==> config.mk <==
export PLATFORM = sky130hd
export DESIGN_NAME = upc_loop_profiler
export DESIGN_NICKNAME = d
export VERILOG_FILES = /design/src/rtl/upc_loop_profiler.sv
export SDC_FILE = /design/constraint.sdc
export NUM_CORES = 1
export LEC_CHECK = 0
export CORE_UTILIZATION = 40
export DETAILED_ROUTE_END_ITERATION = 10
export GPL_TIMING_DRIVEN = 1
export HOLD_SLACK_MARGIN = 0.08
export REMOVE_ABC_BUFFERS = 1
export SLEW_MARGIN = 20
export SYNTH_ARGS = -nofsm -noshare
export SYNTH_HDL_FRONTEND = slang
export SYNTH_SLANG_ARGS = --single-unit
==> constraint.sdc <==
create_clock -name clock -period 4.7 [get_ports clock]
set_input_delay 0.94 -clock clock [delete_from_list [all_inputs] [get_ports clock]]
set_output_delay 0.94 -clock clock [all_outputs]
set_load 0.01 [all_outputs]
==> src/rtl/upc_loop_profiler.sv <==
`timescale 1ns/1ps
// upc_loop_profiler
// Watches one monitored accelerator top and records its transactions. Each
// ap_start..ap_done span is one transaction. For each span it measures the
// latency in cycles, the number of completed loop iterations and the number
// of stalled cycles. Closed transactions go into a small record FIFO, which
// a consumer drains with a valid/ready handshake. A finish request closes
// any open transaction as partial and drains the FIFO. The profiler then
// parks in DONE until reset.
module upc_loop_profiler #(
  parameter int CNT_W      = 32,
  parameter int FIFO_DEPTH = 4
) (
  input  logic             clock,
  input  logic             reset,
  input  logic             ap_start,
  input  logic             ap_done,
  input  logic             iter_end,
  input  logic             stall,
  input  logic             finish,
  output logic             rec_valid,
  input  logic             rec_ready,
  output logic [15:0]      rec_txn_id,
  output logic [CNT_W-1:0] rec_latency,
  output logic [CNT_W-1:0] rec_iters,
  output logic [CNT_W-1:0] rec_stalls,
  output logic             rec_partial,
  output logic [15:0]      overflow_cnt,
  output logic             busy,
  output logic             all_done
);

  localparam int AW    = $clog2(FIFO_DEPTH);
  localparam int REC_W = 16 + 3 * CNT_W + 1;

  typedef enum logic [1:0] {
    S_IDLE   = 2'd0,
    S_ACTIVE = 2'd1,
    S_FLUSH  = 2'd2,
    S_DONE   = 2'd3
  } state_t;

  // Saturating increment for the statistic counters.
  function automatic logic [CNT_W-1:0] sat_inc_cnt(input logic [CNT_W-1:0] v,
                                                   input logic             en);
    if (en && (v != {CNT_W{1'b1}})) return v + 1'b1;
    return v;
  endfunction

  // Saturating increment for the 16-bit drop counter.
  function automatic logic [15:0] sat_inc16(input logic [15:0] v,
                                            input logic        en);
    if (en && (v != 16'hFFFF)) return v + 16'd1;
    return v;
  endfunction

  state_t             r_state;
  state_t             w_next;
  logic [CNT_W-1:0]   r_lat;
  logic [CNT_W-1:0]   r_iters;
  logic [CNT_W-1:0]   r_stalls;
  logic [15:0]        r_txn;
  logic [15:0]        r_overflow;
  logic               r_busy;
  logic               r_all_done;

  logic [AW:0]        r_wptr;
  logic [AW:0]        r_rptr;
  logic [REC_W-1:0]   r_mem [FIFO_DEPTH];

  logic [CNT_W-1:0]   w_lat_nxt;
  logic [CNT_W-1:0]   w_iters_nxt;
  logic [CNT_W-1:0]   w_stalls_nxt;
  logic               w_load;
  logic               w_push;
  logic               w_partial;
  logic               w_txn_inc;
  logic               w_empty;
  logic               w_full;
  logic               w_pop;
  logic               w_accept;
  logic               w_drop;
  logic [REC_W-1:0]   w_rec;
  logic [REC_W-1:0]   w_head;

  // The record always uses counts that include the current cycle. Events
  // that arrive together with ap_done or finish are therefore captured.
  assign w_lat_nxt    = sat_inc_cnt(r_lat, 1'b1);
  assign w_iters_nxt  = sat_inc_cnt(r_iters, iter_end);
  assign w_stalls_nxt = sat_inc_cnt(r_stalls, stall);

  // FIFO occupancy. The pointers carry one extra wrap bit, so full and
  // empty can be told apart.
  assign w_empty  = (r_wptr == r_rptr);
  assign w_full   = (r_wptr[AW] != r_rptr[AW]) &&
                    (r_wptr[AW-1:0] == r_rptr[AW-1:0]);
  assign w_pop    = !w_empty && rec_ready;
  assign w_accept = w_push && (!w_full || w_pop);
  assign w_drop   = w_push && !w_accept;

  assign w_rec  = {r_txn, w_lat_nxt, w_iters_nxt, w_stalls_nxt, w_partial};
  assign w_head = r_mem[r_rptr[AW-1:0]];

  // Next-state and record-push decode; finish wins over a start in IDLE
  always_comb begin
    w_next    = r_state;
    w_load    = 1'b0;
    w_push    = 1'b0;
    w_partial = 1'b0;
    w_txn_inc = 1'b0;
    case (r_state)
      S_IDLE: begin
        if (finish) begin
          w_next = S_FLUSH;
        end else if (ap_start) begin
          w_next = S_ACTIVE;
          w_load = 1'b1;
        end
      end
      S_ACTIVE: begin
        if (ap_done) begin
          w_push    = 1'b1;
          w_txn_inc = 1'b1;
          w_next    = finish ? S_FLUSH : S_IDLE;
        end else if (finish) begin
          w_push    = 1'b1;
          w_partial = 1'b1;
          w_next    = S_FLUSH;
        end
      end
      S_FLUSH: begin
        if (w_empty) w_next = S_DONE;
      end
      S_DONE: begin
        w_next = S_DONE;
      end
      default: begin
        w_next = S_IDLE;
      end
    endcase
  end

  // State register plus the registered status flags that mirror it
  always_ff @(posedge clock) begin
    if (reset) begin
      r_state    <= S_IDLE;
      r_busy     <= 1'b0;
      r_all_done <= 1'b0;
    end else begin
      r_state    <= w_next;
      r_busy     <= (w_next == S_ACTIVE);
      r_all_done <= (w_next == S_DONE);
    end
  end

  // Per-transaction counters: the start cycle counts as latency 1
  always_ff @(posedge clock) begin
    if (reset) begin
      r_lat    <= '0;
      r_iters  <= '0;
      r_stalls <= '0;
    end else if (w_load) begin
      r_lat    <= {{(CNT_W-1){1'b0}}, 1'b1};
      r_iters  <= '0;
      r_stalls <= '0;
    end else if (r_state == S_ACTIVE) begin
      r_lat    <= w_lat_nxt;
      r_iters  <= w_iters_nxt;
      r_stalls <= w_stalls_nxt;
    end
  end

  // Transaction index (wraps) and saturating drop counter
  always_ff @(posedge clock) begin
    if (reset) begin
      r_txn      <= '0;
      r_overflow <= '0;
    end else begin
      if (w_txn_inc) r_txn <= r_txn + 16'd1;
      r_overflow <= sat_inc16(r_overflow, w_drop);
    end
  end

  // FIFO pointers; a push on a full FIFO is taken only alongside a pop
  always_ff @(posedge clock) begin
    if (reset) begin
      r_wptr <= '0;
      r_rptr <= '0;
    end else begin
      if (w_accept) r_wptr <= r_wptr + 1'b1;
      if (w_pop)    r_rptr <= r_rptr + 1'b1;
    end
  end

  // FIFO storage; contents are don't-care until a pointer exposes them
  always_ff @(posedge clock) begin
    if (w_accept) r_mem[r_wptr[AW-1:0]] <= w_rec;
  end

  // Head entry is shown only while valid, so an empty FIFO reads as zeros.
  assign rec_valid = !w_empty;
  assign {rec_txn_id, rec_latency, rec_iters, rec_stalls, rec_partial} =
    rec_valid ? w_head : '0;

  assign overflow_cnt = r_overflow;
  assign busy         = r_busy;
  assign all_done     = r_all_done;

endmodule

==> impl_metrics.json <==
{
  "clock_skew_ps": 13.7,
  "routed_via_density": 5.42,
  "diodes": 0,
  "setup.worst_path.start": "r_wptr[1]",
  "worstMarginPinSlew_ps": 1030,
  "clk_latency_ps": 620,
  "nets": 1944,
  "grt_pass1_wl_mm": 85.8,
  "p_leak_nw": 10.1,
  "worstSetupPathType": "reg -> out",
  "place_area_sq_um": 27800,
  "r2r_setup_slack_ps": 1460,
  "gp_congestion": 0.822,
  "dieArea_sq_um": 64500,
  "r2r_end": "r_lat[21]",
  "setup.worst_path.end": "rec_iters[24]",
  "crit_arrival_ps": 2900,
  "vias": 15300,
  "tns_ps": 0,
  "met3_length_mm": 2.27,
  "synthArstFlopShare": 0,
  "grt_pass1_vias": 15300,
  "min-delay-path-class": "reg -> reg",
  "hold_buffers": 0,
  "slew_headroom": 0.312,
  "numClockSinks": 592,
  "clockRootBuffer": "clkbuf_16",
  "highest_layer": "met4",
  "preCtsSetupSlack_ps": 1150,
  "grt_max_degree": 114,
  "groute.usage.overall": 0.170,
  "cts_buffers": 61,
  "final.setup.worst_slack_ps": 856,
  "synthFlopType": "edfxtp_1",
  "drive_above_1_share": 0.136,
  "worstPathRequired_ps": 3760,
  "wire_per_inst_um": 19.2,
  "initial_utilization": 0.408,
  "io_buffer_count": 139,
  "synth.yosys.seq_area_share": 0.645,
  "wirelength_mm": 54.2,
  "crit_path_end_kind": "output port",
  "run_status": "finished clean",
  "power_w": 0.0112,
  "postLayoutCellArea_sq_um": 29800,
  "met1_length_mm": 24.4,
  "clock_path_buffers": 3,
  "synth_cell_types": 63,
  "cts_setup_buffers": 0,
  "finalSetupViolations": 0,
  "htreeDepth": 2,
  "antenna_left": 0,
  "die_height_um": 254,
  "ys_seq_elements": 592,
  "hold_viol": 0,
  "timing.final.crit_share": 0.818,
  "ys.warnings.count": 0,
  "startpoint_type": "flip-flop",
  "syn_area_sq_um": 25400,
  "cap_violations": 0,
  "drc_errors": 0,
  "cts_tree": "built",
  "synth_cells": 1795,
  "dr.pass1.iters": 5,
  "rr_startpoint": "r_lat[0]",
  "met2_wirelength_mm": 26.5,
  "slew_violations": 0,
  "rows": 91,
  "hold_slack_ps": 501,
  "io_pins": 140,
  "cp_max_fo": 60,
  "hpwl_mm": 34.1,
  "powerDensity_nw_per_um2": 376,
  "synthToLayoutAreaGrowth_pct": 17.3,
  "cts_resized": 0,
  "clk_pin_slew_worst_paths_ps": 60,
  "antenna_found_initial": 1,
  "fin_crit_ps": 3840,
  "nFillCells": 5411,
  "overflow": 0,
  "max_freq_mhz": 260,
  "synth_edf_count": 452,
  "vdd_drop_max_mv": 0.274,
  "die_x_um": 254,
  "drtIter0Drc": 1089,
  "worstRegToRegCells": 7,
  "core_area_sq_um": 62200,
  "rsz0062_at_grt": "no",
  "synth.avg_cell_area_sq_um": 14.1
}
-- cells by family (layout without fill, tap and decap cells) --
kind of cell	Yosys count	in the layout	synth area share
AOI/OAI and AO/OA	213	213	0.0492
xor gates and xnor gates	121	121	0.0417
adders and majority gates	10	10	0.00493
buffers and inverters	113	297	0.0188
DFF	592	592	0.645
muxes	124	124	0.105
and+or+nand+nor	622	622	0.136
-- Yosys cell counts (4+ instances only) --
| cell type | number | area share |
|---|---|---|
| inv_1 | 12 | 0.0018 |
| nor3_1 | 38 | 0.0075 |
| mux2_2 | 4 | 0.0018 |
| o31ai_1 | 34 | 0.010 |
| clkbuf_1 | 68 | 0.010 |
| nor3b_1 | 4 | 0.0012 |
| nand2_1 | 90 | 0.013 |
| buf_1 | 14 | 0.0021 |
| mux2i_1 | 7 | 0.0028 |
| or3_1 | 60 | 0.015 |
| buf_2 | 12 | 0.0024 |
| nor2b_1 | 4 | 0.00099 |
| or4_1 | 37 | 0.011 |
| o21ai_0 | 57 | 0.011 |
| a31o_2 | 4 | 0.0014 |
| nand4_1 | 46 | 0.011 |
| and3_1 | 11 | 0.0027 |
| or2_2 | 4 | 0.00099 |
| a21oi_1 | 96 | 0.019 |
| nand3_1 | 49 | 0.0097 |
| edfxtp_1 | 452 | 0.53 |
| xnor2_1 | 33 | 0.011 |
| mux4_2 | 113 | 0.10 |
| xor2_1 | 88 | 0.030 |
| dfxtp_1 | 140 | 0.11 |
| and2_1 | 124 | 0.031 |
| and4_1 | 16 | 0.0055 |
| ha_1 | 10 | 0.0049 |
| nor4_1 | 17 | 0.0042 |
| nor2_1 | 103 | 0.015 |
-- power breakdown --
| part | switching [W] | internal [W] |
|---|---|---|
| sequential | 0.0000262 | 0.00562 |
| clock | 0.00197 | 0.00277 |
| combinational | 0.000419 | 0.000388 |
| total | 0.00241 | 0.00877 |
-- worst min-delay path by stage --
stage | startpoint | endpoint | slack [ps] | cells past startpoint
4_1_cts | r_stalls[20] | r_stalls[20] | 510 | 2
3_3_place_gp | r_iters[1] | r_iters[1] | 480 | 2
2_1_floorplan | r_lat[30] | r_lat[30] | 460 | 2
3_5_place_dp | r_lat[30] | r_lat[30] | 490 | 2
5_1_grt | overflow_cnt[5] | overflow_cnt[5] | 530 | 2
6_report | r_lat[30] | r_lat[30] | 500 | 2
-- critical path, cell delays in order, from the launching register on --
cell and delay [ps]:
dfxtp_1 420, xor2_1 240, nor3_1 140, inv_2 240, buf_4 430, and2_1 220
clkdlybuf4s50_1 530
-- stage by stage --
step | util | std cells
2_1_floorplan | - | 1694
3_3_place_gp | 0.447 | 2699
3_5_place_dp | 0.447 | 2699
4_1_cts | 0.479 | 2815
5_1_grt | 0.479 | 2816
6_report | 0.479 | 2816
-- cells in the final DEF (no fill, tap or decap), types with 18 or more instances in the layout --
master,instances
clkbuf_16,63
o31ai_1,34
nor2_1,103
nand4_1,46
edfxtp_1,452
and2_1,121
dfxtp_1,138
xor2_1,88
or3_1,60
mux4_2,113
xnor2_1,33
o21ai_0,57
or4_1,37
buf_4,18
a21oi_1,96
nand2_1,90
clkdlybuf4s50_1,138
nand3_1,49
nor3_1,37
-- final cells by class --
type                    count  area (sq um)  area share
flip-flops and latches    592         16400       0.550
inverters                  12          45.0     0.00151
clock inverters            27           208     0.00698
clock buffers              89          1770      0.0596
repair buffers            169          1750      0.0588
multi-input cells        1090          8570       0.288
well taps                 837          1050      0.0352
-- layer usage --
metal	vias to the layer above	GRT usage
met3	83	0.0299
met5	-	0
li1	7173	-
met4	0	0.0434
met2	282	0.281
met1	7713	0.232
-- state kept, by name (all words and copies together), names as in the netlist, named ones only --
signal and count:
r_wptr 3, overflow_cnt 16, r_stalls 32, r_lat 32, busy 1, r_mem 452, r_rptr 3, r_txn 16
r_iters 32, r_state 2, all_done 1
No activity file was read; power rests on OpenSTA's default activity.
